### src/rtl/dmem_arbiter_pkg.sv
// Shared types and constants for the two-port data-memory arbiter.
// Holds the FSM state encoding, the zero word and the default burst limit.
package dmem_arbiter_pkg;

  typedef enum logic [1:0] {
    ST_IDLE = 2'd0,
    ST_OWN0 = 2'd1,
    ST_OWN1 = 2'd2
  } arb_state_e;

  localparam int          BURST_MAX_DEF = 4;
  localparam logic [31:0] ZERO_WORD     = 32'h0000_0000;

  // One-hot grant vector {gnt1, gnt0} for a port index.
  function automatic logic [1:0] port_onehot(input logic port);
    return port ? 2'b10 : 2'b01;
  endfunction

endpackage

### src/rtl/dmem_arbiter_rr2.sv
// Two-way round-robin picker: a lone requester wins, a tie goes to the
// port that was not the last owner. Purely combinational.
module arb_rr2 (
  input  logic [1:0] req,
  input  logic       last_owner,
  output logic [1:0] gnt
);

  always_comb begin
    gnt = 2'b00;
    case (req)
      2'b01:   gnt = 2'b01;
      2'b10:   gnt = 2'b10;
      2'b11:   gnt = last_owner ? 2'b01 : 2'b10;
      default: gnt = 2'b00;
    endcase
  end

endmodule

### src/rtl/dmem_arbiter.sv
// Two-port data-memory arbiter (CPU port 0, loader/debug port 1) with a
// bounded burst per owner, combinational grant and one-cycle read return.
module dmem_arbiter
  import dmem_arbiter_pkg::*;
#(
  parameter int AW        = 16,
  parameter int BURST_MAX = BURST_MAX_DEF
) (
  input  logic          clk,
  input  logic          rst_n,
  input  logic          req0,
  input  logic          req1,
  input  logic          we0,
  input  logic          we1,
  input  logic [AW-1:0] addr0,
  input  logic [AW-1:0] addr1,
  input  logic [31:0]   wdata0,
  input  logic [31:0]   wdata1,
  output logic          gnt0,
  output logic          gnt1,
  output logic          rvalid0,
  output logic          rvalid1,
  output logic [31:0]   rdata0,
  output logic [31:0]   rdata1,
  output logic          mem_dwce,
  output logic          mem_drce,
  output logic [AW-1:0] mem_daddr,
  output logic [31:0]   mem_wdata,
  input  logic [31:0]   mem_rdata
);

  localparam int            CW      = $clog2(BURST_MAX + 1);
  localparam logic [CW-1:0] CNT_MAX = CW'(BURST_MAX);
  localparam logic [CW-1:0] CNT_ONE = CW'(1);

  arb_state_e    state_q, state_d;
  logic          last_q, last_d;
  logic [CW-1:0] cnt_q, cnt_d;
  logic          rvalid0_q, rvalid1_q;

  logic [1:0]    rr_gnt;
  logic [1:0]    gnt_vec;
  logic          own, own_req, oth_req, cnt_full;

  arb_rr2 u_rr (
    .req        ({req1, req0}),
    .last_owner (last_q),
    .gnt        (rr_gnt)
  );

  assign own      = (state_q == ST_OWN1);
  assign own_req  = own ? req1 : req0;
  assign oth_req  = own ? req0 : req1;
  assign cnt_full = (cnt_q == CNT_MAX);

  // NOTE: every variable driven here gets a default first, so no path
  // leaves it unassigned and no latch is inferred.
  always_comb begin
    state_d = state_q;
    last_d  = last_q;
    cnt_d   = cnt_q;
    gnt_vec = 2'b00;

    if (rst_n) begin
      case (state_q)
        ST_IDLE: gnt_vec = rr_gnt;
        ST_OWN0, ST_OWN1: begin
          // Hand over when the owner has used its burst or gone quiet.
          if (oth_req && (!own_req || cnt_full))
            gnt_vec = port_onehot(~own);
          else if (own_req)
            gnt_vec = port_onehot(own);
        end
        default: gnt_vec = 2'b00;
      endcase

      if (gnt_vec == 2'b00) begin
        state_d = ST_IDLE;
      end else begin
        state_d = gnt_vec[1] ? ST_OWN1 : ST_OWN0;
        last_d  = gnt_vec[1];
        if (state_q == state_d)
          cnt_d = cnt_full ? cnt_q : cnt_q + CNT_ONE;
        else
          cnt_d = CNT_ONE;
      end
    end
  end

  assign gnt0 = gnt_vec[0];
  assign gnt1 = gnt_vec[1];

  always_comb begin
    mem_dwce  = 1'b0;
    mem_drce  = 1'b0;
    mem_daddr = '0;
    mem_wdata = ZERO_WORD;
    if (gnt_vec[0]) begin
      mem_dwce  = we0;
      mem_drce  = ~we0;
      mem_daddr = addr0;
      mem_wdata = wdata0;
    end else if (gnt_vec[1]) begin
      mem_dwce  = we1;
      mem_drce  = ~we1;
      mem_daddr = addr1;
      mem_wdata = wdata1;
    end
  end

  // NOTE: state registers use non-blocking assignments so every flop
  // samples the pre-edge value of every other flop.
  always_ff @(posedge clk) begin
    if (!rst_n) begin
      state_q   <= ST_IDLE;
      last_q    <= 1'b1;
      cnt_q     <= '0;
      rvalid0_q <= 1'b0;
      rvalid1_q <= 1'b0;
    end else begin
      state_q   <= state_d;
      last_q    <= last_d;
      cnt_q     <= cnt_d;
      rvalid0_q <= gnt_vec[0] & ~we0;
      rvalid1_q <= gnt_vec[1] & ~we1;
    end
  end

  // The memory returns zero when not read, but gate anyway so the idle port stays clean.
  assign rvalid0 = rvalid0_q;
  assign rvalid1 = rvalid1_q;
  assign rdata0  = rvalid0_q ? mem_rdata : ZERO_WORD;
  assign rdata1  = rvalid1_q ? mem_rdata : ZERO_WORD;

endmodule

### config.mk
export PLATFORM = sky130hd
export DESIGN_NAME = dmem_arbiter
export DESIGN_NICKNAME = d
export VERILOG_FILES = /design/src/rtl/dmem_arbiter_pkg.sv /design/src/rtl/dmem_arbiter_rr2.sv /design/src/rtl/dmem_arbiter.sv
export SDC_FILE = /design/constraint.sdc
export NUM_CORES = 1
export LEC_CHECK = 0
export ABC_AREA = 1
export CAP_MARGIN = 20
export CORE_AREA = 2 2 97 99
export CTS_CLUSTER_DIAMETER = 40
export DETAILED_ROUTE_END_ITERATION = 10
export DIE_AREA = 0 0 99 101
export PLACE_DENSITY = 0.65
export REMOVE_ABC_BUFFERS = 1
export SETUP_SLACK_MARGIN = 0.4
export SYNTH_ARGS = -nofsm -noshare
export SYNTH_HDL_FRONTEND = slang
export SYNTH_SLANG_ARGS = --single-unit
### constraint.sdc
create_clock -name clk -period 2.25 [get_ports clk]
set_input_delay 0.45 -clock clk [delete_from_list [all_inputs] [get_ports clk]]
set_output_delay 0.45 -clock clk [all_outputs]
set_load 0.005 [all_outputs]
==> summary.txt <==
Run status
  – Run status: complete, but fails checks
  – Failing checks: negative setup slack

Synth
  – Area fraction in and, or, nand and nor cells after synthesis: 0.573
  – Synthesized-area fraction occupied by xor and xnor cells: 0.00482
  – Main combinational cell family by area after synthesis: simple AND/OR/NAND/NOR gates
  – Number of distinct library cell variants in the gate-level netlist after synthesis: 24
  – Cells taking the most area after synthesis: sky130_fd_sc_hd__nand2_1, sky130_fd_sc_hd__inv_1, sky130_fd_sc_hd__nand3_1
  – Number of flops mapped to enable cells by yosys: 0
  – Most used flip-flop cell after synthesis: sky130_fd_sc_hd__dfxtp_1
  – Register area share after synthesis: 0.0882
  – Most common cell in the synthesized netlist: sky130_fd_sc_hd__nand2_1
  – Leading area contributor after synthesis: sky130_fd_sc_hd__nand2_1
  – Most numerous cell types in the synthesized netlist: sky130_fd_sc_hd__nand2_1, sky130_fd_sc_hd__inv_1, sky130_fd_sc_hd__nand3_1
  – Syn_area_per_cell: 4.74 um2
  – Proportion of synthesized area in mux cells: 0
  – Post-synth ARST share: 0
  – Yosys reg bits: 8
  – Compound-gate portion of the synthesized area: 0.0358
  – Area of the mapped netlist: 0.00182 mm2
  – Adder-cell share of the synthesized area: 0.0414
  – Synthesis warning total: 0
  – Count of mapped cells out of synthesis: 383
  – Share of the synthesized area in the top cell type: 0.378

Detailed routing
  – Detailed Route Iter0 Violations: 66
  – ANT nets after route: 0
  – Vias after detailed routing: 3571
  – Vias per cell: 4.35
  – DRT Wirelength: 11600 um
  – DRC violation count after routing: 0
  – DRT Pass-1 Iters: 4
  – Detail-routed net length per standard cell: 14.1 um

Timing
  – Fmax: 0.383 GHz
  – Worst-case setup margin in the final layout: -0.359 ns
  – Setup TNS Final: -14.88 ns
  – Number of pins exceeding their max-slew limit in the final report: 0
  – Largest clock skew in the final design: 0.00603 ns
  – Number of failing setup endpoints in the final timing report: 55
  – Max-Slew Margin vs Limit: 0.835
  – Shortest clock period the worst path allows after layout: 2.61 ns
  – RSZ-0062 raised after global routing: yes
  – Part of the cycle the worst path needs: 1.16
  – Final hold viol count: 0
  – Slew of the pin with the lowest slew margin: 0.247 ns

CTS
  – TritonCTS Buffers: 3
  – Worst-path clk slew: 0.05 ns
  – Clock buffer depth: 2
  – Sinks on Clock Net: 8
  – Hold-fix buffers at CTS: 0
  – Clock tree from TritonCTS: yes
  – Root buffer cell: sky130_fd_sc_hd__clkbuf_8
  – Number of H-tree branching levels: 1
  – Insertion delay to the later sink of the worst-skew pair: 0.23 ns

Worst setup path
  – CP Capture Type: register
  – Type of origin of the critical path: register
  – Crit path arrival time: 2.74 ns
  – Capturing point of the worst reg2reg path: cnt_q[1]
  – Worst setup path startpoint: state_q[0]
  – Critical path endpoint: cnt_q[1]
  – Worst Path Required: 2.38 ns
  – Depth of the most critical reg-to-reg path: 25
  – Category of the most critical setup path: reg2reg
  – Biggest fanout along the worst timing path: 4
  – FF-to-FF Start: state_q[0]
  – Register-to-Register Setup Slack: -0.36 ns

Layout
  – Final layout net count: 851
  – Share of layout cells above drive strength 1: 0.331
  – Post-route cell area: 0.00556 mm2
  – Area growth from synthesis to layout: 206%
  – ANT cells: 0

Global routing
  – Via count of the first global-routing pass: 3459
  – Pin count of the biggest net entering global routing: 34
  – Overflow left after global routing: 0
  – Tot GR Track Use: 0.202
  – Antenna violations before repair: 0
  – First-pass GRT wire length: 16600 um

Power and ir drop
  – Pleak: 3.51 nW
  – Overall power after layout: 2.78 mW
  – VDD IR max: 0.000241 V
  – Power per Cell Area: 500 mW/mm2

Die
  – Row count: 35
  – Core outline area: 0.00898 mm2
  – Die extent in y: 101 um
  – Area enclosed by the die boundary: 0.0100 mm2
  – Number of top-level pins: 252
  – Die Span X: 99 um
  – Initial core utilization: 0.202

Worst hold path
  – Hold path depth: 2
  – Worst min-delay path class: reg2reg

Placed design
  – Area after detailed placement: 0.00462 mm2
  – Number of I/O port buffers: 251
  – Final Wtd Congestion: 0.918
  – DP Wirelength: 7610 um

Run
  – Max-capacitance violation count: 0
## what timing repair did
item / CTS / global route
gates cloned: 8 / 5
endpoints found under the hold margin: 0 / 0
pin swaps: 29 / 23
gates resized for setup: 374 / 35
setup endpoints to repair: 121 / 71
buffers inserted: 35 / 13
## worst min-delay path by stage
stage                      start  endpoint  slack [ns]
after floorplan           last_q    last_q        0.49
after global placement    last_q    last_q        0.52
after detailed placement  last_q    last_q        0.51
after CTS                 last_q    last_q        0.52
after global routing      last_q    last_q        0.58
final                     last_q    last_q        0.52
## through the flow
stage          setup slack (ns)  std cells   util  hold slack (ns)
2_1_floorplan            -0.477        362      -            0.485
3_3_place_gp             -0.790        756  0.514            0.523
3_5_place_dp             -0.826        756  0.514            0.512
4_1_cts                  -0.312        802  0.582            0.518
5_1_grt                  -0.469        820  0.620            0.579
6_report                 -0.359        820  0.620            0.517
## where the power goes
group / internal, mW / total, mW / switching (mW)
sequential: 0.181 / 0.215 / 0.0334
combinational: 1.36 / 2.39 / 1.03
clock: 0.116 / 0.178 / 0.0616
total: 1.66 / 2.78 / 1.12
## cells by family (layout without fill, tap and decap cells)
logic type,count (synthesis),after routing
XOR/XNOR,1,1
AO/OA/AOI/OAI,9,9
adder cells (fa/ha/maj),6,6
buffers and inverters,106,432
AND/OR/NAND/NOR,253,253
flip-flops,8,8
## area by class of cell
class	count	area (um2)
clock buffers	3	41.3
fillers	847	3420
inverters	85	339
multi-input cells	269	1500
flip-flops and latches	8	175
well taps	111	139
repair buffers	344	3370
## critical path, stage by stage (launching register included)
cell and delay, ns:
sky130_fd_sc_hd__dfxtp_2 0.34, sky130_fd_sc_hd__inv_4 0.06, sky130_fd_sc_hd__ha_4 0.17, sky130_fd_sc_hd__buf_4 0.13
sky130_fd_sc_hd__nand2_1 0.07, sky130_fd_sc_hd__inv_2 0.04, sky130_fd_sc_hd__nand2_2 0.07, sky130_fd_sc_hd__nand2_2 0.06
sky130_fd_sc_hd__nand2_2 0.07, sky130_fd_sc_hd__nand2_2 0.06, sky130_fd_sc_hd__buf_4 0.14, sky130_fd_sc_hd__buf_6 0.10
sky130_fd_sc_hd__buf_6 0.10, sky130_fd_sc_hd__buf_6 0.10, sky130_fd_sc_hd__buf_6 0.10, sky130_fd_sc_hd__buf_6 0.10
sky130_fd_sc_hd__buf_6 0.10, sky130_fd_sc_hd__buf_6 0.10, sky130_fd_sc_hd__buf_6 0.10, sky130_fd_sc_hd__buf_6 0.11
sky130_fd_sc_hd__nand3_4 0.06, sky130_fd_sc_hd__nand3_4 0.08, sky130_fd_sc_hd__nand2_4 0.08, sky130_fd_sc_hd__nand2_2 0.06
sky130_fd_sc_hd__nand2_2 0.06, sky130_fd_sc_hd__nor2_1 0.04
## layer usage
| metal | GRT usage | share of wire | vias up |
|---|---|---|---|
| met3 | 0.0381 | 0.078 | 29 |
| met1 | 0.221 | 0.37 | 1586 |
| li1 | - | - | 1777 |
| met5 | 0 | 0 | - |
| met4 | 0.0506 | 0.027 | 0 |
| met2 | 0.395 | 0.53 | 179 |
## placed cells by master (no fill, tap or decap), types with 9 or more instances in the layout
cell / instances
sky130_fd_sc_hd__clkdlybuf4s50_1: 131
sky130_fd_sc_hd__buf_6: 27
sky130_fd_sc_hd__nand2_1: 160
sky130_fd_sc_hd__dlygate4sd2_1: 60
sky130_fd_sc_hd__buf_12: 10
sky130_fd_sc_hd__nor2_1: 9
sky130_fd_sc_hd__buf_2: 48
sky130_fd_sc_hd__inv_1: 75
sky130_fd_sc_hd__buf_4: 47
sky130_fd_sc_hd__nand2_2: 25
sky130_fd_sc_hd__nand3_1: 18
sky130_fd_sc_hd__nand3_2: 33
## registers in the layout, indices dropped and copies added (netlist names)
register,cells
state_q,2
last_q,1
rvalid0,1
cnt_q,3
rvalid1,1
Note: power is estimated with default switching activity, not from simulation.
